[src/rtl/ldm_stm_pkg.sv]
// Shared types and constants for the LDM/STM block-transfer sequencer.
// Optional feature macro: LDM_STM_WRITEBACK_EN (enables the base writeback state).
package ldm_stm_pkg;

    localparam int unsigned LIST_WIDTH     = 16;
    localparam int unsigned REG_ADDR_WIDTH = 4;
    localparam int unsigned COUNT_WIDTH    = $clog2(LIST_WIDTH + 1);
    localparam int unsigned WORD_BYTES     = 4;
    localparam int unsigned PC_INDEX       = 15;

    typedef enum logic [2:0] {
        IDLE  = 3'd0,
        SETUP = 3'd1,
        XFER  = 3'd2,
        WB    = 3'd3,
        DONE  = 3'd4
    } state_t;

endpackage

[src/rtl/ldm_stm_sequencer_reg_list_scanner.sv]
// reg_list_scanner: combinational lowest-set-bit finder and popcount over a
// 16-bit register list.
//   i_list      : register list (bit k = Rk)
//   o_index_c   : index of the lowest set bit (0 when list is empty)
//   o_valid_c   : list is non-empty
//   o_count_c   : number of set bits
module reg_list_scanner
    import ldm_stm_pkg::*;
(
    input  logic [LIST_WIDTH-1:0]     i_list,
    output logic [REG_ADDR_WIDTH-1:0] o_index_c,
    output logic                      o_valid_c,
    output logic [COUNT_WIDTH-1:0]    o_count_c
);

    // Scan high to low so the last hit is the lowest set bit.
    always_comb begin
        o_index_c = '0;
        o_count_c = '0;
        for (int k = LIST_WIDTH - 1; k >= 0; k--) begin
            if (i_list[k]) begin
                o_index_c = REG_ADDR_WIDTH'(k);
            end
            o_count_c = o_count_c + COUNT_WIDTH'(i_list[k]);
        end
        o_valid_c = |i_list;
    end

endmodule

[src/rtl/ldm_stm_sequencer.sv]
// ldm_stm_sequencer: multi-cycle controller for ARMv7 LDM/STM (IA/IB/DA/DB).
// Steps through the latched register list lowest-first, issuing one memory
// access per register and driving the register-file read (STM) or write (LDM)
// port; r15 loads go to the PC port.
// Optional macro LDM_STM_WRITEBACK_EN: when defined, the W bit is honoured in a
// WB state; when undefined, i_Writeback is ignored and XFER goes straight to DONE.
// Ports:
//   clk, reset (async, active-high)
//   i_Start/i_Load/i_Register_List/i_Base_Register/i_Base_Address/
//   i_Increment/i_Before/i_Writeback : instruction request, latched in IDLE
//   o_Read_Address/i_Read_Data       : register-file read port (STM source)
//   o_Write_Enable/Address/Data      : register-file write port (r0-r14)
//   o_PC_Write/o_PC_Data             : LDM load into r15
//   o_Mem_* / i_Mem_*                : data-memory request/ready handshake
//   o_Busy, o_Done                   : core stall and completion pulse
// Register-file and memory data paths are combinational so an LDM write
// commits on the same edge as the memory accept.
module ldm_stm_sequencer
    import ldm_stm_pkg::*;
#(
    parameter int unsigned DATA_WIDTH = 32
) (
    input  logic                      clk,
    input  logic                      reset,
    input  logic                      i_Start,
    input  logic                      i_Load,
    input  logic [LIST_WIDTH-1:0]     i_Register_List,
    input  logic [REG_ADDR_WIDTH-1:0] i_Base_Register,
    input  logic [DATA_WIDTH-1:0]     i_Base_Address,
    input  logic                      i_Increment,
    input  logic                      i_Before,
    input  logic                      i_Writeback,
    output logic [REG_ADDR_WIDTH-1:0] o_Read_Address,
    input  logic [DATA_WIDTH-1:0]     i_Read_Data,
    output logic                      o_Write_Enable,
    output logic [REG_ADDR_WIDTH-1:0] o_Write_Address,
    output logic [DATA_WIDTH-1:0]     o_Write_Data,
    output logic                      o_PC_Write,
    output logic [DATA_WIDTH-1:0]     o_PC_Data,
    output logic                      o_Mem_Request,
    output logic                      o_Mem_Write,
    output logic [DATA_WIDTH-1:0]     o_Mem_Address,
    output logic [DATA_WIDTH-1:0]     o_Mem_Write_Data,
    input  logic                      i_Mem_Ready,
    input  logic [DATA_WIDTH-1:0]     i_Mem_Read_Data,
    output logic                      o_Busy,
    output logic                      o_Done
);

    state_t                    state_q, state_d;
    logic [LIST_WIDTH-1:0]     list_q, list_d;
    logic                      load_q, load_d;
    logic [REG_ADDR_WIDTH-1:0] base_reg_q, base_reg_d;
    logic [DATA_WIDTH-1:0]     base_q, base_d;
    logic                      inc_q, inc_d;
    logic                      before_q, before_d;
    logic                      wb_q, wb_d;
    logic                      rn_in_list_q, rn_in_list_d;
    logic [DATA_WIDTH-1:0]     addr_q, addr_d;
    logic [DATA_WIDTH-1:0]     new_base_q, new_base_d;

    logic [REG_ADDR_WIDTH-1:0] scan_idx;
    logic                      scan_valid;
    logic [COUNT_WIDTH-1:0]    scan_count;
    logic [DATA_WIDTH-1:0]     span_c;

    // One scanner serves both the SETUP popcount and the per-transfer pick.
    reg_list_scanner u_scanner (
        .i_list    (list_q),
        .o_index_c (scan_idx),
        .o_valid_c (scan_valid),
        .o_count_c (scan_count)
    );

    always_comb span_c = DATA_WIDTH'(scan_count) * DATA_WIDTH'(WORD_BYTES);

    // State and latched-request registers.
    always_ff @(posedge clk or posedge reset) begin
        if (reset) begin
            state_q      <= IDLE;
            list_q       <= '0;
            load_q       <= 1'b0;
            base_reg_q   <= '0;
            base_q       <= '0;
            inc_q        <= 1'b0;
            before_q     <= 1'b0;
            wb_q         <= 1'b0;
            rn_in_list_q <= 1'b0;
            addr_q       <= '0;
            new_base_q   <= '0;
        end else begin
            state_q      <= state_d;
            list_q       <= list_d;
            load_q       <= load_d;
            base_reg_q   <= base_reg_d;
            base_q       <= base_d;
            inc_q        <= inc_d;
            before_q     <= before_d;
            wb_q         <= wb_d;
            rn_in_list_q <= rn_in_list_d;
            addr_q       <= addr_d;
            new_base_q   <= new_base_d;
        end
    end

    // Next-state and output decode.
    always_comb begin
        state_d          = state_q;
        list_d           = list_q;
        load_d           = load_q;
        base_reg_d       = base_reg_q;
        base_d           = base_q;
        inc_d            = inc_q;
        before_d         = before_q;
        wb_d             = wb_q;
        rn_in_list_d     = rn_in_list_q;
        addr_d           = addr_q;
        new_base_d       = new_base_q;
        o_Read_Address   = '0;
        o_Write_Enable   = 1'b0;
        o_Write_Address  = '0;
        o_Write_Data     = '0;
        o_PC_Write       = 1'b0;
        o_PC_Data        = '0;
        o_Mem_Request    = 1'b0;
        o_Mem_Write      = 1'b0;
        o_Mem_Address    = '0;
        o_Mem_Write_Data = '0;
        o_Busy           = (state_q != IDLE);
        o_Done           = 1'b0;

        unique case (state_q)
            IDLE: begin
                if (i_Start) begin
                    list_d       = i_Register_List;
                    load_d       = i_Load;
                    base_reg_d   = i_Base_Register;
                    base_d       = i_Base_Address;
                    inc_d        = i_Increment;
                    before_d     = i_Before;
                    wb_d         = i_Writeback;
                    rn_in_list_d = i_Register_List[i_Base_Register];
                    state_d      = SETUP;
                end
            end
            SETUP: begin
                // Lowest register always maps to the lowest address.
                if (inc_q) begin
                    addr_d     = before_q ? base_q + DATA_WIDTH'(WORD_BYTES) : base_q;
                    new_base_d = base_q + span_c;
                end else begin
                    addr_d     = before_q ? base_q - span_c
                                          : base_q - span_c + DATA_WIDTH'(WORD_BYTES);
                    new_base_d = base_q - span_c;
                end
                state_d = scan_valid ? XFER : DONE;
            end
            XFER: begin
                o_Mem_Request = 1'b1;
                o_Mem_Write   = ~load_q;
                o_Mem_Address = addr_q;
                if (!load_q) begin
                    o_Read_Address   = scan_idx;
                    o_Mem_Write_Data = i_Read_Data;
                end
                if (i_Mem_Ready) begin
                    if (load_q) begin
                        if (scan_idx == REG_ADDR_WIDTH'(PC_INDEX)) begin
                            o_PC_Write = 1'b1;
                            o_PC_Data  = i_Mem_Read_Data;
                        end else begin
                            o_Write_Enable  = 1'b1;
                            o_Write_Address = scan_idx;
                            o_Write_Data    = i_Mem_Read_Data;
                        end
                    end
                    list_d = list_q & ~(LIST_WIDTH'(1) << scan_idx);
                    addr_d = addr_q + DATA_WIDTH'(WORD_BYTES);
                    if (scan_count == COUNT_WIDTH'(1)) begin
`ifdef LDM_STM_WRITEBACK_EN
                        state_d = WB;
`else
                        state_d = DONE;
`endif
                    end
                end
            end
            WB: begin
`ifdef LDM_STM_WRITEBACK_EN
                // A loaded Rn wins over the updated base; r15 is never a target here.
                if (wb_q && !(load_q && rn_in_list_q) &&
                    (base_reg_q != REG_ADDR_WIDTH'(PC_INDEX))) begin
                    o_Write_Enable  = 1'b1;
                    o_Write_Address = base_reg_q;
                    o_Write_Data    = new_base_q;
                end
`endif
                state_d = DONE;
            end
            DONE: begin
                o_Done  = 1'b1;
                state_d = IDLE;
            end
            default: state_d = IDLE;
        endcase
    end

`ifndef LDM_STM_WRITEBACK_EN
    // Writeback bookkeeping has no consumer without the WB state.
    logic unused_wb;
    assign unused_wb = ^{wb_q, base_reg_q, new_base_q, rn_in_list_q};
`endif

endmodule

[config.mk]
export PLATFORM = sky130hd
export DESIGN_NAME = ldm_stm_sequencer
export DESIGN_NICKNAME = d
export VERILOG_FILES = /design/src/rtl/ldm_stm_pkg.sv /design/src/rtl/ldm_stm_sequencer_reg_list_scanner.sv /design/src/rtl/ldm_stm_sequencer.sv
export SDC_FILE = /design/constraint.sdc
export NUM_CORES = 1
export LEC_CHECK = 0
export CORE_ASPECT_RATIO = 1.25
export CORE_MARGIN = 2
export CORE_UTILIZATION = 30
export CTS_CLUSTER_DIAMETER = 200
export DETAILED_ROUTE_END_ITERATION = 10
export SYNTH_ARGS = -nofsm -noshare
export SYNTH_HDL_FRONTEND = slang
export SYNTH_SLANG_ARGS = --single-unit
[constraint.sdc]
create_clock -name clk -period 9 [get_ports clk]
set_input_delay 1.8 -clock clk [delete_from_list [all_inputs] [get_ports clk]]
set_output_delay 1.8 -clock clk [all_outputs]
set_load 0.02 [all_outputs]
After elaboration in Yosys (flattened, before gate mapping):

Cells that the tools add are included.

* register bits: 86
* input port bits: 124
* word-level logic and storage cells: 105

* add/subtract/negate cells: 19
* equality and inequality tests: 9
* shift-type cells: 1
* mux-type cells: 57
* bitwise logic cells: 3
* reductions and logical operators: 9

Operators with widths (number)
* 32-bit two-way mux: 15
* 32-bit by 3-bit adder with 32-bit output, second input constant: 3
* 4-bit two-way mux: 22
* 5-bit by 1-bit adder with 5-bit output: 14
* 32-bit one-hot mux with 2 select lines: 1
* 16-bit two-way mux: 2
* 16-bit one-hot mux with 2 select lines: 1
* 32-bit by 7-bit subtractor with 32-bit output: 1
* 16-bit bitwise AND: 1
* 16-bit inverter: 1
* 16-bit OR reduction: 1
* 1-bit by 4-bit left shift with 16-bit output, first input constant: 1
* 3-bit two-way mux: 4
* 3-bit one-hot mux with 4 select lines: 1
* 1-bit two-way mux: 11
* 3-bit by 2-bit == test with 1-bit output, second input constant: 2
* 2-bit != test, second input constant: 3
* 3-bit AND reduction: 2
* 5-bit by 1-bit == test with 1-bit output, second input constant: 1
* 4-bit == test, second input constant: 1
* 2-bit AND reduction: 2
* 2-bit nonzero test: 2
* 3-bit by 1-bit == test with 1-bit output, second input constant: 1
* 3-bit == test, second input constant: 1
* other kinds (4): 4

Logic depth before layout (Yosys ltp):

* depth after elaboration: 21
* mapped depth: 28

Cells and area by module:

Synthesis repeated with hierarchy kept, for this count alone.

* cell total of the unflattened synthesis: 993
* area total of the unflattened synthesis: 7785.0 um^2

By module, submodules not included
* ldm_stm_sequencer: times used 1, cells an instance 919, area an instance 7195.7 um^2
* reg_list_scanner: times used 1, cells an instance 74, area an instance 589.3 um^2

Least setup slack after synthesis:

Ideal clock, no wire load.

* path type: flip-flop to flip-flop
* start point: register list_q[14]
* end point: register addr_q[23]
* data arrival time: 6.988 ns
* data required time: 8.863 ns
* path slack: 1.875 ns
* stages on the path, launching flop included: 23
* cell sequence: dfrtp_1 inv_1 ha_1 inv_1 fa_1 fa_1 fa_1 fa_1 fa_1 fa_1 ha_1 nor2b_1 o31ai_1 a22oi_1 or4b_1 a222oi_1 nand3_2 or4_1 buf_2 nor3b_1 or4_1 a21oi_1 a211oi_1

* word-level cells in the longest chain between the ends: 20

RTL lines
* start, declared: line ldm_stm_sequencer.sv:51 `logic [LIST_WIDTH-1:0] list_q, list_d;`
* start signal, assigned: line ldm_stm_sequencer.sv:93 `list_q <= list_d;`
* 1-bit by 1-bit adder with 2-bit output (*): line ldm_stm_sequencer_reg_list_scanner.sv:24 `o_count_c = o_count_c + COUNT_WIDTH'(i_list[k]);`
* 5-bit by 1-bit adder with 5-bit output (*) (14 in a row): line ldm_stm_sequencer_reg_list_scanner.sv:24
* 32-bit by 7-bit subtractor with 32-bit output (*)
* 32-bit by 3-bit adder with 32-bit output: line ldm_stm_sequencer.sv:153 `: base_q - span_c + DATA_WIDTH'(WORD_BYTES);`
* 32-bit two-way mux (*): line ldm_stm_sequencer.sv:152 `addr_d = before_q ? base_q - span_c`
* 32-bit two-way mux (*): line ldm_stm_sequencer.sv:148 `if (inc_q) begin`
* 32-bit one-hot mux with 2 select lines (*): line ldm_stm_sequencer.sv:132 `unique case (state_q)`
* end signal, assigned: line ldm_stm_sequencer.sv:101 `addr_q <= addr_d;`
* end, declared: line ldm_stm_sequencer.sv:59 `logic [DATA_WIDTH-1:0] addr_q, addr_d;`

Every way passes the cells marked *; elsewhere a longest branch is shown, timed or not.
A chain may end at the register's enable or synchronous reset.

Worst setup path after layout:

* start point: register list_q[14]
* end point: register addr_q[27]

The elaborated chain is that of the path after synthesis.

==> results.py <==
metrics = {
    "global_route": {
        "antenna_found_initial": 1,
        "grt_pass1_wl_um": 43100,
        "grt_max_degree": 79,
        "grt_usage_pct": 18.9,
        "grt_pass1_vias": 8052,
        "gr-total-overflow": 0,
    },
    "clocking": {
        "clock_latency_ns": 0.36,
        "cts_setup_buffers": 0,
        "clock_sinks": 86,
        "cts_resized": 0,
        "clockBufferDepth": 2,
        "cts_buffers": 9,
        "h-tree-depth": 3,
        "clockRootBuffer": "clkbuf_16",
        "postCtsHoldBufs": 0,
        "cts_tree": "done",
        "cts.clk_slew.worst_paths_ns": 0.07,
    },
    "synth": {
        "syn_area_per_cell_sq_um": 7.72,
        "syn_nets": 1190,
        "yosys.area.top_type_share_pct": 26.8,
        "synth_cell_types": 74,
        "ys_ff_latch": 86,
        "synthSimpleGateAreaFrac_pct": 30.8,
        "synth-compound-area-share_pct": 19.8,
        "yosysSeqAreaShare_pct": 26.8,
        "synth_top_family_by_area": "simple AND/OR/NAND/NOR gates",
        "async_flop_share_pct": 100,
        "synth_edf_count": 0,
        "yosys-top-cells-area": "dfrtp_1, and2_1, a21oi_1, xnor2_1, o21ai_0",
        "synth_top_area_cell": "dfrtp_1",
        "synthMuxAreaShare_pct": 4.44,
        "syn-instance-count": 1040,
        "synthAdderAreaFrac_pct": 5.20,
        "synth_area_sq_um": 8030,
        "synthFlopType": "dfrtp_1",
        "synth-xor-area-share_pct": 6.95,
        "yosysWarnings": 0,
    },
    "finish": {
        "antenna_cells": 0,
        "final_cell_mix": "clkdlybuf4s50_1, and2_1, dfrtp_1, nand2_1, a21oi_1",
        "syn_to_final_growth_pct": 38.9,
        "layout.nets": 1399,
        "drive_gt1_share_pct": 6.14,
        "final_common_cell": "clkdlybuf4s50_1",
    },
    "critical_path": {
        "end_kind": "register",
        "worstRegToRegCells": 22,
        "worst-setup-path-type": "reg -> reg",
        "r2r_end": "addr_q[27]",
        "startpoint": "list_q[14]",
        "critPathCapture": "addr_q[27]",
        "worstPathArrival_ns": 8.10,
        "critical_path.reg2reg.startpoint": "list_q[14]",
        "rrSetupSlack_ns": 1.14,
        "critPathLaunchType": "register",
        "worstPathMaxFanout": 6,
        "cp.required_ns": 9.24,
    },
    "sta": {
        "setup_viol": 0,
        "max_freq_mhz": 127,
        "worst_pin_slew_ns": 1.20,
        "fin_worst_skew_ns": 0.0120,
        "finalHoldViolations": 0,
        "finalSetupTns_ns": 0,
        "fin_crit_sh_pct": 87.4,
        "layout_min_cycle_time_ns": 7.86,
        "slew_viol_final": 0,
        "relSlewSlack_pct": 18.9,
        "rsz0062_at_grt": "false",
    },
    "placement": {
        "gp_congestion": 0.896,
        "port-buffer-count": 260,
        "dp_hpwl_um": 20800,
    },
    "drt": {
        "drc": 0,
        "drt_pass1_iterations": 5,
        "wl_per_cell_um": 16.7,
        "drt-initial-drc-count": 566,
        "ant_nets": 0,
        "wl_um": 26600,
        "viasPerCell": 5.12,
        "vias": 8155,
    },
    "floorplanning": {
        "core_area_sq_um": 26200,
        "die-area_sq_um": 28100,
        "dieWidth_um": 150,
        "die_h_um": 187,
        "start_util_pct": 30.7,
        "rows": 66,
        "io_pins": 266,
    },
    "outcome": {
        "outcome": "complete, no violations",
    },
    "job": {
        "max_cap_viol_count": 0,
    },
    "min_path": {
        "hp-class": "reg -> reg",
    },
}
[per-layer routing]
layer	wire, um	up-vias	global-route usage [%]
li1	-	4074	-
met4	413	2	5.41
met3	1290	29	3.24
met1	11900	3839	24.8
met5	12	-	0
met2	13000	211	31.8
[Yosys cell counts, types with 3 or more instances]
cell type  count
nand4_1       15
nor2b_1        6
or2_2          8
a221oi_1       4
o22ai_1       13
ha_1          15
and2_1       129
o21ai_0       69
or4_1          6
nand3_1       38
a31oi_1       14
nor4_1        12
clkbuf_1      69
dfrtp_1       86
a21o_1        20
a211oi_1       4
o221ai_1       4
and4_1         8
a21oi_1       74
o21a_1         4
o211ai_1       6
o22a_1         3
nand2b_1       9
nand3b_1       4
nor3_1        22
xor2_1        20
o31a_1         3
mux2_2        27
o31ai_1       11
xnor2_1       41
nor3b_1        6
fa_1          11
inv_1         51
mux2i_1        3
or3_1         10
and3_1        13
nor2_1        72
nand2_1       79
o21ai_1        3
[sequential cells by signal (all words and copies together) (netlist names)]
| name | flops |
|---|---|
| addr_q | 32 |
| base_q | 32 |
| list_q | 16 |
| state_q | 3 |
| before_q | 1 |
| inc_q | 1 |
| load_q | 1 |
[how the worst min path moves through the flow]
stage               slack, ns  startpoint  cells past startpoint         to
finish                   0.47   base_q[0]                      2  addr_q[0]
global placement         0.45   base_q[1]                      2  addr_q[1]
global route             0.51   base_q[0]                      2  addr_q[0]
detailed placement       0.46   base_q[1]                      2  addr_q[1]
floorplan                0.43   base_q[0]                      2  addr_q[0]
CTS                      0.48   base_q[1]                      2  addr_q[1]
[worst max-delay path, cell delays in order (launching register included)]
cell,delay [ns]
dfrtp_1,0.39
inv_1,0.12
ha_1,0.24
inv_1,0.08
fa_1,0.43
fa_1,0.50
fa_1,0.55
fa_1,0.43
fa_1,0.42
fa_1,0.54
inv_1,0.07
fa_1,0.39
inv_1,0.12
maj3_1,0.28
a21boi_0,0.36
o21ai_0,0.24
a222oi_1,0.69
nand3_2,0.23
or4_1,0.72
nand2b_1,0.29
nor3_1,0.32
xor2_1,0.22
a31oi_1,0.11
[stage by stage]
step | utilization, % | worst slack [ns] | std cells | hold slack [ns] | cell area (sq um)
after floorplan | - | 1.87 | 1040 | 0.435 | 8030
after global placement | 41.5 | 1.26 | 1578 | 0.452 | 10900
after detailed placement | 41.5 | 1.12 | 1578 | 0.461 | 10900
after CTS | 42.6 | 1.11 | 1594 | 0.480 | 11200
after global routing | 42.6 | 0.605 | 1594 | 0.505 | 11200
final | 42.6 | 1.14 | 1594 | 0.472 | 11200
[cell type report]
class,instances,area [sq um]
Multi-Input combinational cell,829,5410
Timing Repair Buffer,272,2690
Sequential cell,86,2150
Clock inverter,6,51.3
Clock buffer,10,229
Tap cell,340,425
Fill cell,2619,15000
Inverter,51,193
[logic make-up after synthesis]
kind of cell,count (synthesis)
AND/OR/NAND/NOR,452
AO/OA/AOI/OAI,257
buffers and inverters,125
flip-flops,86
XOR/XNOR,62
multiplexers,31
adder cells (fa/ha/maj),27
Power is left out: the tool's default activity adds up to more than one toggle a clock period on the data nets, which glitch-free logic cannot reach.
